File: config.mk
export PLATFORM = sky130hd
export DESIGN_NAME = button_step_conditioner
export DESIGN_NICKNAME = d
export VERILOG_FILES = /design/src/rtl/button_step_conditioner.sv
export SDC_FILE = /design/constraint.sdc
export NUM_CORES = 1
export LEC_CHECK = 0
export ABC_CLOCK_PERIOD_IN_PS = 3850
export BUFFER_PORTS_ARGS = -buffer_cell sky130_fd_sc_hd__clkbuf_2
export CAP_MARGIN = 20
export CORE_MARGIN = 2
export CORE_UTILIZATION = 55
export CTS_BUF_LIST = sky130_fd_sc_hd__clkbuf_4
export CTS_CLUSTER_SIZE = 14
export DETAILED_ROUTE_END_ITERATION = 8
export GPL_TIMING_DRIVEN = 0
export HOLD_SLACK_MARGIN = 0.05
export PLACE_DENSITY = 0.77
export SLEW_MARGIN = 5
export SYNTH_ARGS = -nofsm -noshare
export SYNTH_HDL_FRONTEND = slang
export SYNTH_SLANG_ARGS = --single-unit
File: constraint.sdc
create_clock -name clk -period 3.85 [get_ports clk]
set_input_delay 0.385 -clock clk [delete_from_list [all_inputs] [get_ports clk]]
set_output_delay 0.385 -clock clk [all_outputs]
set_load 0.02 [all_outputs]
File: src/rtl/button_step_conditioner.sv
// button_step_conditioner: turns the raw, bouncy duty-cycle step switches
// into debounced levels and single-cycle duty_inc/duty_dec step pulses.
// Optional auto-repeat while a button is held: define BTN_AUTOREPEAT_EN.
module button_step_conditioner #(
    parameter int unsigned DEBOUNCE_CYCLES = 4,
    parameter int unsigned CNT_W           = 16,
    parameter int unsigned REPEAT_DELAY    = 8,
    parameter int unsigned REPEAT_RATE     = 4
) (
    input  logic       clk,
    input  logic       rst,
    input  logic       swt_increase,
    input  logic       swt_decrease,
    output logic       duty_inc,
    output logic       duty_dec,
    output logic [1:0] btn_level
);

    localparam logic [CNT_W-1:0] DB_LAST = CNT_W'(DEBOUNCE_CYCLES - 1);
    localparam logic [CNT_W-1:0] CNT_MAX = '1;

    // Channel 0 = increase, channel 1 = decrease throughout.
    logic [1:0]       sw_raw;
    logic [1:0]       s1;
    logic [1:0]       s2;
    logic [1:0]       deb;
    logic [1:0]       deb_q;
    logic [1:0]       deb_nxt;
    logic [CNT_W-1:0] db_cnt     [2];
    logic [CNT_W-1:0] db_cnt_nxt [2];
    logic [1:0]       press;
    logic [1:0]       pulse_nxt;

    assign sw_raw    = {swt_decrease, swt_increase};
    assign btn_level = deb;

    // Debounce: accept s2 once it has differed from the debounced level for DEBOUNCE_CYCLES edges.
    always_comb begin
        for (int unsigned ch = 0; ch < 2; ch++) begin
            deb_nxt[ch]    = deb[ch];
            db_cnt_nxt[ch] = '0;
            if (s2[ch] != deb[ch]) begin
                if (db_cnt[ch] == DB_LAST) begin
                    deb_nxt[ch] = s2[ch];
                end else if (db_cnt[ch] != CNT_MAX) begin
                    db_cnt_nxt[ch] = db_cnt[ch] + 1'b1;
                end else begin
                    db_cnt_nxt[ch] = db_cnt[ch];
                end
            end
        end
    end

    // A press is a debounced rise while the other channel is released; simultaneous rises cancel.
    assign press = deb & ~deb_q & {~deb[0], ~deb[1]};

`ifdef BTN_AUTOREPEAT_EN
    typedef enum logic [1:0] {
        REP_IDLE,
        REP_DELAY,
        REP_RATE
    } rep_state_t;

    localparam logic [CNT_W-1:0] DELAY_LAST = CNT_W'(REPEAT_DELAY - 1);
    localparam logic [CNT_W-1:0] RATE_LAST  = CNT_W'(REPEAT_RATE - 1);

    rep_state_t       rep_st      [2];
    rep_state_t       rep_st_nxt  [2];
    logic [CNT_W-1:0] rep_cnt     [2];
    logic [CNT_W-1:0] rep_cnt_nxt [2];
    logic [1:0]       rep_fire;
    logic [1:0]       rep_ok;

    // Repeats are qualified on the post-edge levels so the first released cycle carries no pulse.
    assign rep_ok = deb_nxt & {~deb_nxt[0], ~deb_nxt[1]};

    // Per-channel repeat sequencer: delay phase after the press, then fixed-rate phase.
    always_comb begin
        rep_fire = '0;
        for (int unsigned ch = 0; ch < 2; ch++) begin
            rep_st_nxt[ch]  = rep_st[ch];
            rep_cnt_nxt[ch] = rep_cnt[ch];
            if (press[ch]) begin
                rep_st_nxt[ch]  = REP_DELAY;
                rep_cnt_nxt[ch] = '0;
            end else if (rep_st[ch] == REP_IDLE || !rep_ok[ch]) begin
                rep_st_nxt[ch]  = REP_IDLE;
                rep_cnt_nxt[ch] = '0;
            end else if (rep_cnt[ch] == ((rep_st[ch] == REP_DELAY) ? DELAY_LAST : RATE_LAST)) begin
                rep_fire[ch]    = 1'b1;
                rep_st_nxt[ch]  = REP_RATE;
                rep_cnt_nxt[ch] = '0;
            end else if (rep_cnt[ch] != CNT_MAX) begin
                rep_cnt_nxt[ch] = rep_cnt[ch] + 1'b1;
            end
        end
    end

    // Repeat state and counter registers.
    always_ff @(posedge clk or posedge rst) begin
        if (rst) begin
            rep_st[0]  <= REP_IDLE;
            rep_st[1]  <= REP_IDLE;
            rep_cnt[0] <= '0;
            rep_cnt[1] <= '0;
        end else begin
            rep_st[0]  <= rep_st_nxt[0];
            rep_st[1]  <= rep_st_nxt[1];
            rep_cnt[0] <= rep_cnt_nxt[0];
            rep_cnt[1] <= rep_cnt_nxt[1];
        end
    end

    assign pulse_nxt = press | rep_fire;
`else
    assign pulse_nxt = press;
`endif

    // Synchroniser, debounce state and registered step pulses.
    always_ff @(posedge clk or posedge rst) begin
        if (rst) begin
            s1        <= '0;
            s2        <= '0;
            deb       <= '0;
            deb_q     <= '0;
            db_cnt[0] <= '0;
            db_cnt[1] <= '0;
            duty_inc  <= 1'b0;
            duty_dec  <= 1'b0;
        end else begin
            s1        <= sw_raw;
            s2        <= s1;
            deb       <= deb_nxt;
            deb_q     <= deb;
            db_cnt[0] <= db_cnt_nxt[0];
            db_cnt[1] <= db_cnt_nxt[1];
            duty_inc  <= pulse_nxt[0];
            duty_dec  <= pulse_nxt[1];
        end
    end

endmodule
==> impl_results.md, run 1 <==
* Avg Inst Size Synth at roughly 9.9 µm²
* Syn_nets at roughly 220
* CP startpoint kind: register
* Pwr/cell area at about 480 mW/mm²
* RSZ-0062 raised after global routing: no
* CTS Buf Count at 5
* Post-synth EDFFs at 0
* Hold-fix buffers, CTS at 0
* Drt via density at around 6.3
* Min-Delay Path Class: primary input to register
* Crit path time final at between 2000 and 2500 ps
* Setup WS pre-CTS at around 1700 ps
* Drt wl/cell at ~15 µm
* Mux contribution to synthesized area at 4.82%
* Core box area at approximately 0.0037 mm²
* Total power at 1.13 mW
* DR DRC count at 0
* Synth Area in Compound Gates at between 10% and 20%
* Synth unique cells at 45
* WHS at ~130 ps
* Post-detail-place hpwl at a little under 3000 µm
* Final GP Congestion at 0.837
* Via count at roughly 1.8k
* Nets at ~240
* Fmax at 468 MHz
* Row Count at 22
* Max FO, Critical Path at 10
* Synth Area in XOR/XNOR at under 10%
* Cells after Synth at around 220
* Post-route antenna net violation count at 0
* Cells after DPL at around 270
* Fin. max-slew vios at 0
* Total GRT Usage at a little under a quarter
* Initial DRC Count at around 160
* Initial Util at just under 60%
* Clk buf depth at 2
* CP max stage delay at 440 ps
* CTS sink count at 42
* Global-route wire length before repair at between 7000 and 8000 µm
* Chip height at ~67 µm
* Largest net degree at the start of global routing at 43
* Critical path arrival at 2380 ps
* Post-CTS Setup Inserts at 0
* PortBufs at 7
* Finished Layout Cells at between 200 and 300
* Vias in the first global route at ~1.7k
* PnR worst setup slack at approximately 1700 ps
* Final setup viols at 0
* Post-CTS sizing at 0
* DR pass1 iterations at 4
* Worst Skew at between 15 and 20 ps
* Synth async-reset ratio at 100%
* Crit-path cells: ha_1 > nor4b_1 > and4_1 > nand2b_1 > clkbuf_1 > buf_2 > nor2_1
* Final TNS setup at 0 ps
* Largest family of logic cells by synthesized area: simple AND/OR/NAND/NOR gates
* Family with the most delay on the worst path: simple AND/OR/NAND/NOR gates
* Hold Violations, Final at 0
* Top post-synthesis cells by area: dfrtp_1 (49%), nor2_1 (3.8%), mux2i_1 (3.3%)
* Layout cells sized above 1 at ~16%
* CTS clk-pin slew, worst paths at roughly 130 ps
* Worst Max-Slew Pin Slew at 844 ps
* Run status: finished, final reports clean
* Area growth syn-to-layout at 9.34%
* Worst path buffer plus inverter count at 2
* Clk_lat worst skew at 360 ps
* Synth top area share at 48.8%
* Seq cells post-synth at 42
* Routed WL at approximately 4300 µm
* VDD IR max at approximately 260 µV
* Ratio of final minimum period to clock period at 55.6%
* Post-Syn Area at 0.00216 mm²
* Initial antenna violation count at 0
* Slew headroom at between 40 and 50%
* ANT cells at 0
* Level count of the clock H-tree at 2
* Root Buffer: clkbuf_4
* GRT overflow at 0
* Sequential-to-total area share from yosys stat at 48.8%
* Setup CP Type: register to register
* Primary FF master, synth: dfrtp_1
* Warnings, synthesis at 0
* Die footprint at between 0.004 and 0.005 mm²
* Max cap viols at 0
* Critical Path Slowest Stage Cell: dfrtp_1
* Post-synth top cells: dfrtp_1 (42), nor2_1 (22), nor3_1 (14)
* Data required, critical path at 4090 ps
* Most numerous cell in the Yosys netlist: dfrtp_1
* Crit. End Element: register
* IO Count at 8
* TritonCTS clock tree: done
* Yosys top cell by area: dfrtp_1
* Post-Synth Simple-Gate Area at about 30%
* Lkg Pwr at slightly below 1 nW
* Die W at about 67 µm
* Post-synthesis adder-cell area fraction at roughly 1.2%
==> layer usage <==
layer	up-vias	part of all wire [%]	global-route usage (%)
met4	0	2.7	9.95
met3	12	3.8	6.42
met5	-	0	0
li1	849	-	-
met2	36	50	37.4
met1	856	44	27.8
==> sequential cells by signal, indices dropped and copies added (netlist names) <==
| signal | count |
|---|---|
| btn_level | 2 |
| s1 | 2 |
| s2 | 2 |
| duty_inc | 1 |
| duty_dec | 1 |
| db_cnt | 32 |
| deb_q | 2 |
==> per-stage QoR <==
step | util [%] | instance area (µm²)
floorplan | - | 2160
global placement | 60.6 | 2250
detailed placement | 60.6 | 2250
CTS | 63.4 | 2360
global route | 63.4 | 2360
finish | 63.4 | 2360
==> final cells by class <==
class,instances,area (µm²)
fillers,315,1360
flip-flops and latches,42,1050
multi-input cells,159,1040
clock inverters,3,68.8
well taps,48,60.1
plain buffers,9,42.5
clock buffers,5,37.5
repair buffers,7,35.0
inverters,7,26.3
==> worst paths after layout <==
check | from | endpoint | slack [ps] | depth (start not counted)
max | db_cnt[0] | db_cnt[13] | 1710 | 7
min | swt_decrease | s1[1] | 130 | 1
max reg2reg | db_cnt[0] | db_cnt[13] | 1710 | 7
min reg2reg | s1[0] | s2[0] | 360 | 0
max in group asynchronous | rst | db_cnt[24] | 3140 | 2
min in group asynchronous | rst | duty_dec | 160 | 2
==> power by group <==
part           internal (mW)  total, mW  switching, mW  leakage [nW]
clock network          0.203      0.351          0.148        0.0554
logic                 0.0818      0.235          0.153         0.374
registers              0.495      0.543         0.0482         0.564
==> worst register-to-register path, cell delays in order, from the launching register on <==
cell and delay (ps):
dfrtp_1 440, ha_1 290, nor4b_1 260, and4_1 280
nand2b_1 120, clkbuf_1 280, buf_2 290, nor2_1 70
==> logic make-up after synthesis <==
logic type                 Yosys count
AOI/OAI and AO/OA                   35
xor gates and xnor gates             5
adders and majority gates            2
buffers and inverters               16
DFF                                 42
muxes                               10
and+or+nand+nor                    107
==> cells in the final DEF (no fill, tap or decap), types with 4 or more instances in the layout <==
| cell type | n |
|---|---|
| a211oi_1 | 4 |
| a21oi_1 | 11 |
| a31oi_1 | 5 |
| and3_1 | 7 |
| and4_1 | 4 |
| buf_2 | 6 |
| clkbuf_2 | 8 |
| clkbuf_4 | 5 |
| dfrtp_1 | 42 |
| inv_1 | 6 |
| mux2i_1 | 7 |
| nand2_1 | 6 |
| nand3_1 | 8 |
| nand4_1 | 10 |
| nor2_1 | 22 |
| nor3_1 | 14 |
| nor4_1 | 8 |
| o21ai_0 | 7 |
| or3_1 | 5 |
| or4_1 | 4 |
| xor2_1 | 4 |
Note: power is estimated with default switching activity, not from simulation.
==> inputs of run 2 (changes only) <==
ABC_CLOCK_PERIOD_IN_PS = 2050   (was 3850)
clock period = 2.05 ns   (was 3.85 ns; I/O delays follow)
==> impl_results.md, run 2 (same netlist as run 1, synthesis figures left out) <==
* Run status: finished, final reports clean
* Slew headroom at 43.8% (+0.14 points)
* Switching power total at 660 µW (+89%)
* Critical path arrival at 2210 ps (-170 ps)
* Initial antenna violation count at 0 (unchanged)
* Post-route antenna net violation count at 0 (unchanged)
* Worst Skew at 19.4 ps (+0.237 ps)
* Max cap viols at 0 (unchanged)
* Drt wl/cell at 15.2 µm (-0.23%)
* Largest register FFs at 32 (unchanged)
* IO Count at 8 (unchanged)
* Via count at 1755 (+0.11%)
* Reg2Reg Setup Slack at 130 ps (-1580 ps)
* ANT cells at 0 (unchanged)
* Largest net degree at the start of global routing at 43 (unchanged)
* Power share of the sequential group at 47.6% (-0.5 points)
* Max layer used: met4
* Clk_lat worst skew at 360 ps (about the same)
* CP startpoint kind: register
* Crit path time final at 1920 ps (-218 ps)
* CTS clk-pin slew, worst paths at 120 ps (about the same)
* Clk buf depth at 2 (unchanged)
* VDD IR max at 492 µV (+88%)
* PortBufs at 7 (unchanged)
* GRT overflow at 0 (unchanged)
* Hold EP: s2[0]
* Power Internal at 1.48 mW (+90%)
* Area growth syn-to-layout at 11.7%
* Reg-to-Reg Start: db_cnt[16]
* DR pass1 iterations at 4 (unchanged)
* Sw frac at 30.9% (-0.076 points)
* TritonCTS clock tree: done
* Max FO, Critical Path at 7 (-3)
* Most flops, register: db_cnt
* Final GP Congestion at 0.837 (unchanged)
* Die W at 66.6 µm (unchanged)
* Final setup viols at 0 (unchanged)
* Commonest non-fill, non-tap cell in the layout: dfrtp_1
* Pwr/cell area at 888 mW/mm² (+85%)
* Initial DRC Count at 169 (+4.3%)
* Min-Delay Path Class: register to register
* Global-route wire length before repair at 7670 µm (+0.72%)
* Crit. End Element: register
* Initial Util at 58.0% (unchanged)
* Ratio of final minimum period to clock period at 93.7% (+38 points)
* Setup CP Type: register to register
* Data required, critical path at 2340 ps (-1750 ps)
* Hold path cells at 0 (-1)
* Die footprint at 0.00444 mm² (unchanged)
* Power share of the combinational group at 21.4% (+0.6 points)
* Layout cells sized above 1 at 18.3% (+2.3 points)
* Met1 WL at 1910 µm (+2.0%)
* PnR worst setup slack at 129 ps (-1580 ps)
* Final TNS setup at 0 ps (unchanged)
* Met2 wire length at 2170 µm (+2.3%)
* CTS sink count at 42 (unchanged)
* Level count of the clock H-tree at 2 (unchanged)
* DR WL met3 at 136 µm (-17%)
* Vias in the first global route at 1697 (-0.35%)
* Core box area at 0.00372 mm² (unchanged)
* Row Count at 22 (unchanged)
* Nets at 240 (+1.3%)
* Drt via density at 6.20 (-0.95%)
* Root Buffer: clkbuf_4
* Final-layout fill cell count at 306 (-2.9%)
* Hold path startpoint: s1[0]
* WHS at 363 ps (+229 ps)
* Most frequent cells in the layout: dfrtp_1 (42), nor2_1 (22), nor3_1 (14)
* Cells on worst reg2reg path at 6 (-1)
* RSZ-0062 raised after global routing: no
* Clock group share of total power at 30.9% (-0.2 points)
* Lkg Pwr at 1.01 nW (+1.4%)
* DR DRC count at 0 (unchanged)
* Routed WL at 4310 µm (+0.84%)
* Post-detail-place hpwl at 2950 µm (unchanged)
* RR Endpoint: db_cnt[25]
* Fmax at 521 MHz (+11%)
* Hold Violations, Final at 0 (unchanged)
* Total GRT Usage at 22.9% (+0.22 points)
* Fin. max-slew vios at 0 (unchanged)
* Chip height at 66.6 µm (unchanged)
* Setup WS pre-CTS at -56.7 ps (-1800 ps)
* Worst Max-Slew Pin Slew at 842 ps (-2.08 ps)
* CTS Buf Count at 5 (unchanged)
run 2: cell count changes in the layout (fill, tap and decap cells not counted), moves of 2 or more:
cell	change
clkbuf_1	-2
dlygate4sd3_1	+3
ha_1	-2
ha_2	+2
run 2: layout make-up:
cell class | instances | area, µm² | area share, %
clock buffers | 5 | 37.5 | 1.56
flip-flops and latches | 42 | 1050 | 43.6
clock inverters | 3 | 68.8 | 2.86
well taps | 48 | 60.1 | 2.49
multi-input cells | 159 | 1050 | 43.6
repair buffers | 11 | 72.6 | 3.01
plain buffers | 8 | 42.5 | 1.77
inverters | 7 | 26.3 | 1.09
run 2: through the flow:
step	power, mW	instances	util [%]	area (µm²)
5_1_grt	2.28	283	64.8	2410
6_report	2.14	283	64.8	2410
4_1_cts	2.15	283	64.5	2400
3_3_place_gp	1.47	272	60.6	2250
2_1_floorplan	1.34	217	-	2160
3_5_place_dp	1.49	272	60.6	2250
run 2: critical path, stage by stage (launching register included):
cell and delay [ps]:
dfrtp_1 410, ha_2 260, nand4_2 160, or4_1 530, buf_2 180, a31o_1 220
a21oi_2 100
run 2: power groups by stage:
| stage | Clock, mW | Sequential, mW | Combinational (mW) |
|---|---|---|---|
| after floorplan | 0 | 1.06 | 0.281 |
| after CTS | 0.681 | 1.02 | 0.448 |
| after global placement | 0 | 1.03 | 0.441 |
| after global routing | 0.727 | 1.04 | 0.515 |
| final | 0.661 | 1.02 | 0.458 |
| after detailed placement | 0 | 1.04 | 0.449 |
run 2: how the worst max path moves through the flow:
stage	from	end	slack [ps]	cells past startpoint
2_1_floorplan	db_cnt[16]	db_cnt[25]	240	6
3_3_place_gp	db_cnt[16]	db_cnt[26]	-70	6
3_5_place_dp	db_cnt[16]	db_cnt[24]	-60	6
4_1_cts	db_cnt[0]	db_cnt[13]	20	6
5_1_grt	db_cnt[16]	db_cnt[25]	9	6
6_report	db_cnt[16]	db_cnt[25]	130	6
run 2: repair_timing:
item	CTS	global route
gates resized for setup	2	5
buffers inserted	1	0
hold endpoints to repair	44	0
hold buffers	3	0
pin swaps	1	0
setup endpoints to repair	20	20
run 2: metal layers:
metal  vias to the layer above  global-route usage [%]
met1                       860                    28.6
met3                        10                    6.42
met5                         -                       0
li1                        856                       -
met2                        29                    37.0
met4                         0                    10.2
